==> config.mk <==
export PLATFORM = sky130hd
export DESIGN_NAME = glyph_loader
export DESIGN_NICKNAME = d
export VERILOG_FILES = /design/src/rtl/vga_pkg.sv /design/src/rtl/glyph_loader.sv
export SDC_FILE = /design/constraint.sdc
export NUM_CORES = 1
export LEC_CHECK = 0
export ABC_AREA = 1
export CAP_MARGIN = 40
export CORE_MARGIN = 5
export CORE_UTILIZATION = 57
export CTS_BUF_LIST = sky130_fd_sc_hd__clkbuf_8 sky130_fd_sc_hd__clkbuf_16
export DETAILED_ROUTE_END_ITERATION = 8
export HOLD_SLACK_MARGIN = 0.06
export PLACE_DENSITY = 0.82
export SETUP_SLACK_MARGIN = 0.2
export SLEW_MARGIN = 5
export SYNTH_ARGS = -nofsm -noshare
export SYNTH_HDL_FRONTEND = slang
export SYNTH_SLANG_ARGS = --single-unit
==> constraint.sdc <==
create_clock -name CLK -period 5.4 [get_ports CLK]
set_input_delay 1.62 -clock CLK [delete_from_list [all_inputs] [get_ports CLK]]
set_output_delay 1.62 -clock CLK [all_outputs]
set_load 0.005 [all_outputs]
==> src/rtl/vga_pkg.sv <==
// rtl/vga_pkg.sv - shared constants and types for the VGA text-path glyph loader
package vga_pkg;

    localparam logic [1:0] OP_SELECT     = 2'd0;
    localparam logic [1:0] OP_DATA       = 2'd1;
    localparam logic [1:0] OP_FILL_GLYPH = 2'd2;
    localparam logic [1:0] OP_FILL_ALL   = 2'd3;

    localparam int GLYPH_ROWS    = 16;
    localparam int NUM_CHARS     = 128;
    localparam int BITMAP_ADDR_W = 11;

    typedef enum logic {
        ST_IDLE = 1'b0,
        ST_FILL = 1'b1
    } gl_state_t;

endpackage

==> src/rtl/glyph_loader.sv <==
// rtl/glyph_loader.sv - command-driven write sequencer for the character bitmap RAM
//
// Optional feature macro: GLYPH_LOADER_MIRROR_EN (bit-reverse every written byte).
//
// Ports:
//   CLK, RST                   clock, asynchronous active-high reset
//   cmd_valid / cmd_ready      command handshake (ready only while IDLE)
//   cmd_op[1:0], cmd_data[7:0] opcode and operand
//   write_data/addr/strobe     registered bitmap RAM write port, addr = {char, row}
//   busy                       high while a fill is in progress
//   glyph_done                 one-cycle pulse with the write that finishes a glyph
module glyph_loader
    import vga_pkg::*;
(
    input  logic                     CLK,
    input  logic                     RST,
    input  logic                     cmd_valid,
    output logic                     cmd_ready,
    input  logic [1:0]               cmd_op,
    input  logic [7:0]               cmd_data,
    output logic [7:0]               write_data,
    output logic [BITMAP_ADDR_W-1:0] write_addr,
    output logic                     write_strobe,
    output logic                     busy,
    output logic                     glyph_done
);

    localparam logic [3:0]               LAST_ROW    = 4'(GLYPH_ROWS - 1);
    localparam logic [BITMAP_ADDR_W-1:0] GLYPH_REST  = BITMAP_ADDR_W'(GLYPH_ROWS - 1);
    localparam logic [BITMAP_ADDR_W-1:0] ALL_REST    = BITMAP_ADDR_W'(GLYPH_ROWS * NUM_CHARS - 1);

    function automatic logic [7:0] f_src_to_byte(input logic [7:0] src);
        logic [7:0] v_out;
`ifdef GLYPH_LOADER_MIRROR_EN
        for (int i = 0; i < 8; i++) begin
            v_out[i] = src[7-i];
        end
`else
        v_out = src;
`endif
        return v_out;
    endfunction

    gl_state_t                r_state, w_state_nx;
    // {char_sel, row} kept as one pointer: row 15 -> 0 carries into char_sel,
    // so a single increment covers DATA, FILL_GLYPH and FILL_ALL advancement.
    logic [BITMAP_ADDR_W-1:0] r_ptr, w_ptr_nx;
    // Writes still to issue after the one launched on acceptance.
    logic [BITMAP_ADDR_W-1:0] r_fill_cnt, w_fill_cnt_nx;
    logic [7:0]               r_fill_data, w_fill_data_nx;
    logic [7:0]               w_wdata_nx;
    logic [BITMAP_ADDR_W-1:0] w_waddr_nx;
    logic                     w_strobe_nx;
    logic                     w_done_nx;
    logic                     w_accept;
    logic [7:0]               w_src_byte;

    assign cmd_ready  = (r_state == ST_IDLE);
    assign busy       = (r_state != ST_IDLE);
    assign w_accept   = cmd_valid && cmd_ready;
    assign w_src_byte = f_src_to_byte(cmd_data);

    always_ff @(posedge CLK or posedge RST) begin
        if (RST) begin
            r_state <= ST_IDLE;
        end else begin
            r_state <= w_state_nx;
        end
    end

    always_comb begin
        w_state_nx     = r_state;
        w_ptr_nx       = r_ptr;
        w_fill_cnt_nx  = r_fill_cnt;
        w_fill_data_nx = r_fill_data;
        w_strobe_nx    = 1'b0;
        w_waddr_nx     = write_addr;
        w_wdata_nx     = write_data;
        w_done_nx      = 1'b0;
        case (r_state)
            ST_IDLE: begin
                if (w_accept) begin
                    case (cmd_op)
                        OP_SELECT: begin
                            w_ptr_nx = {cmd_data[6:0], 4'd0};
                        end
                        OP_DATA: begin
                            w_strobe_nx = 1'b1;
                            w_waddr_nx  = r_ptr;
                            w_wdata_nx  = w_src_byte;
                            w_done_nx   = (r_ptr[3:0] == LAST_ROW);
                            w_ptr_nx    = r_ptr + 1'b1;
                        end
                        OP_FILL_GLYPH: begin
                            // Row 0 goes out now; the FILL state streams rows 1..15.
                            w_strobe_nx    = 1'b1;
                            w_waddr_nx     = {r_ptr[10:4], 4'd0};
                            w_wdata_nx     = w_src_byte;
                            w_fill_data_nx = w_src_byte;
                            w_ptr_nx       = {r_ptr[10:4], 4'd1};
                            w_fill_cnt_nx  = GLYPH_REST;
                            w_state_nx     = ST_FILL;
                        end
                        default: begin
                            w_strobe_nx    = 1'b1;
                            w_waddr_nx     = '0;
                            w_wdata_nx     = w_src_byte;
                            w_fill_data_nx = w_src_byte;
                            w_ptr_nx       = BITMAP_ADDR_W'(1);
                            w_fill_cnt_nx  = ALL_REST;
                            w_state_nx     = ST_FILL;
                        end
                    endcase
                end
            end
            default: begin
                w_strobe_nx   = 1'b1;
                w_waddr_nx    = r_ptr;
                w_wdata_nx    = r_fill_data;
                w_ptr_nx      = r_ptr + 1'b1;
                w_fill_cnt_nx = r_fill_cnt - 1'b1;
                // Returning to IDLE together with the last write lets a new
                // command be accepted during it, so streams abut without gaps.
                if (r_fill_cnt == BITMAP_ADDR_W'(1)) begin
                    w_done_nx  = 1'b1;
                    w_state_nx = ST_IDLE;
                end
            end
        endcase
    end

    always_ff @(posedge CLK or posedge RST) begin
        if (RST) begin
            r_ptr        <= '0;
            r_fill_cnt   <= '0;
            r_fill_data  <= '0;
            write_strobe <= 1'b0;
            write_addr   <= '0;
            write_data   <= '0;
            glyph_done   <= 1'b0;
        end else begin
            r_ptr        <= w_ptr_nx;
            r_fill_cnt   <= w_fill_cnt_nx;
            r_fill_data  <= w_fill_data_nx;
            write_strobe <= w_strobe_nx;
            write_addr   <= w_waddr_nx;
            write_data   <= w_wdata_nx;
            glyph_done   <= w_done_nx;
        end
    end

endmodule

==> flow_summary.yaml <==
synth:
  async_flop_share: 1.00
  yosys.area_share.simple: 0.247
  synth_xor_area_frac: 0
  synthFlopType: "dfrtp_1"
  synth_edf_count: 0
  syn-cell-area_mm2: 0.00285
  yosys_warnings: 0
  synth_top_area_share: 0.457
  muxShareOfSynthArea: 0.0330
  synth_seq_area_share: 0.457
  synth-seq-cells: 52
  ys_top_cells_by_count: "78 x nand2_1, 52 x dfrtp_1, 46 x inv_1"
  synth.avg_cell_area_um2: 8.23
  synth_top_family_by_area: "simple AND/OR/NAND/NOR gates"
  yosysMostFrequentCell: "nand2_1"
  synth_top_area_cell: "dfrtp_1"
  synthAdderAreaFrac: 0.0308
  synth.distinct_cells: 35
  synth_cells: 346
  synth_area_leaders: "dfrtp_1 46%, nand2_1 10%, inv_1 6.1%"
  synthesis.nets: 366
  synth_compound_area_frac: 0.128
finish:
  final_nets: 400
  area_growth_syn_to_layout_pct: 17.2
  n_antenna_cell: 0
  fillers: 385
  drive_gt1_frac: 0.118
  stdcell_count: 448
  final_core_util: 0.698
timing:
  finalCritPeriodShare: 0.626
  post-route-min-period_ps: 3380
  fmax_mhz: 296
  finalMaxSlewViolations: 0
  setup_viol: 0
  rsz0062_at_grt: "false"
  hold_violations: 0
  tns_ps: 0
  slew-limit-headroom: 0.641
  fin_skew_ps: 6.80
  tightest_slew_ps: 539
drt:
  wl_per_cell_um: 13.3
  wl_met2_um: 2760
  routed-via-count: 2381
  first_iter_violations: 191
  drcViolationCount: 0
  vias_per_cell: 5.31
  routed_wirelength_um: 5970
  wl_met3_um: 314
  highest_layer: "met4"
  detail_route.first_pass.iterations: 5
  wl_met1_um: 2780
  ant_nets: 0
critical_path:
  crit_fanout: 22
  slowest_stage: "clkdlybuf4s50_1"
  crit_path_cell_trace: "buf_16 > inv_4 > clkdlybuf4s50_1"
  cp.arrival_ps: 1760
  worst_path_largest_cell_delay_ps: 550
  critPathBufInv: 3
  end_kind: "primary output"
  startpoint_type: "register"
  path_class: "reg -> out"
  cp_top_family: "buffers and inverters"
  critPathRequiredTime_ps: 3780
pwr:
  p_per_area_mw_per_mm2: 230
  ir_drop_mv: 0.134
  p_leak_nw: 1.60
  power_w: 0.000766
clocking:
  clk-insertion-delay-late_ps: 310
  cts_sinks: 52
  ctsHoldBuffers: 0
  cts_root_buf: "clkbuf_8"
  clk_path_buf_depth: 2
  htreeDepth: 2
  cts_resized: 0
  cts_tree: "done"
  cts_setup_buffers: 0
  clk_pin_slew_ps: 100
  cts_buffers: 5
floorplan:
  die-area_mm2: 0.00651
  die_x_um: 80.7
  num_io_pins: 36
  rows: 25
  fp.coreArea_mm2: 0.00479
  start_util: 0.595
  die_y_um: 80.7
grt:
  antenna_found_initial: 0
  grt_pass1_vias: 2354
  grt_pass1_wl_um: 10300
  grt_max_degree: 41
  grt_usage: 0.200
  overflow: 0
job:
  cap_violations: 0
worst_hold_path:
  hold_class: "reg -> reg"
run_status:
  outcome: "completed"
placement:
  dp.final_hpwl_um: 4360
  place_inst: 440
  io_buffers: 35
  gp_congestion: 0.849
worst paths after layout:
path                                     start  cells after the start        endpoint  slack (ps)
worst min-delay path            r_fill_data[0]                      2  r_fill_data[0]         510
min in group asynchronous                  RST                      2   write_data[0]        1570
worst min register to register  r_fill_data[0]                      2  r_fill_data[0]         510
worst max register to register            busy                      6   write_addr[6]        3750
worst max-delay path                      busy                      3       cmd_ready        2020
max in group asynchronous                  RST                      3      glyph_done        3330
worst min-delay path, cell delays in order (launching register included):
cell and delay (ps):
dfrtp_1 360, nand2_1 60, o21ai_0 60
cell type report:
type,count,area (um2),share of cell area
Timing Repair Buffer,38,405,0.121
Clock inverter,3,25.0,0.00750
Inverter,52,200,0.0600
Sequential cell,52,1300,0.390
Clock buffer,5,68.8,0.0206
Multi-Input combinational cell,231,1250,0.376
Tap cell,67,83.8,0.0251
registers in the layout, indices dropped and copies added (netlist names):
name,count
write_data,8
busy,1
write_strobe,1
glyph_done,1
r_fill_data,8
write_addr,11
r_ptr,11
r_fill_cnt,11
cell families (layout without fill, tap and decap cells):
family	after synthesis	count (layout)
AO/OA/AOI/OAI	62	62
AND/OR/NAND/NOR	155	155
multiplexers	7	7
flip-flops	52	52
adder cells (fa/ha/maj)	7	7
buffers and inverters	63	98
cell usage in the layout (no fill, tap or decap):
master / synthesis / routed
o211ai_1: 1 / 1
nand4_1: 4 / 4
inv_6: 0 / 2
nor2_4: 3 / 3
o21a_1: 1 / 1
o21ai_4: 2 / 2
nor3_2: 1 / 1
nand2_4: 1 / 1
nand2_1: 78 / 78
nor3_1: 2 / 2
nor3b_1: 1 / 1
inv_1: 46 / 45
buf_12: 1 / 1
nand3_2: 2 / 2
mux2_2: 3 / 3
nor2_2: 3 / 3
a21oi_1: 9 / 9
o21ai_1: 5 / 4
nor4_1: 1 / 1
clkinvlp_4: 0 / 1
buf_4: 1 / 1
inv_4: 2 / 2
nand3_1: 28 / 28
buf_16: 0 / 1
o21ai_0: 29 / 29
o21ai_2: 0 / 1
clkbuf_8: 0 / 5
a21oi_2: 3 / 3
ha_1: 7 / 7
clkdlybuf4s50_1: 0 / 35
mux2_4: 4 / 4
and3_2: 1 / 1
dfrtp_1: 52 / 52
inv_2: 4 / 5
a31oi_1: 11 / 11
nand2_2: 3 / 3
a22oi_1: 1 / 1
nor2_1: 27 / 27
per-layer routing:
metal	vias up	GRT usage
met3	11	0.0448
met5	-	0
met2	76	0.329
li1	1187	-
met4	0	0.0591
met1	1107	0.263
power by group:
group | internal, W | total [W] | switching, W
Sequential | 0.000414 | 0.000436 | 0.0000220
Clock | 0.0000948 | 0.000235 | 0.000140
Combinational | 0.0000432 | 0.0000953 | 0.0000520
Total | 0.000552 | 0.000766 | 0.000214
per-stage QoR:
stage	instance area [um2]	setup slack [ps]	hold slack, ps
floorplan	2850	2520	453
global placement	3200	2010	467
detailed placement	3240	1960	483
CTS	3340	2000	510
global route	3340	1940	535
finish	3340	2020	506
Power figures use the tool's default switching activity.
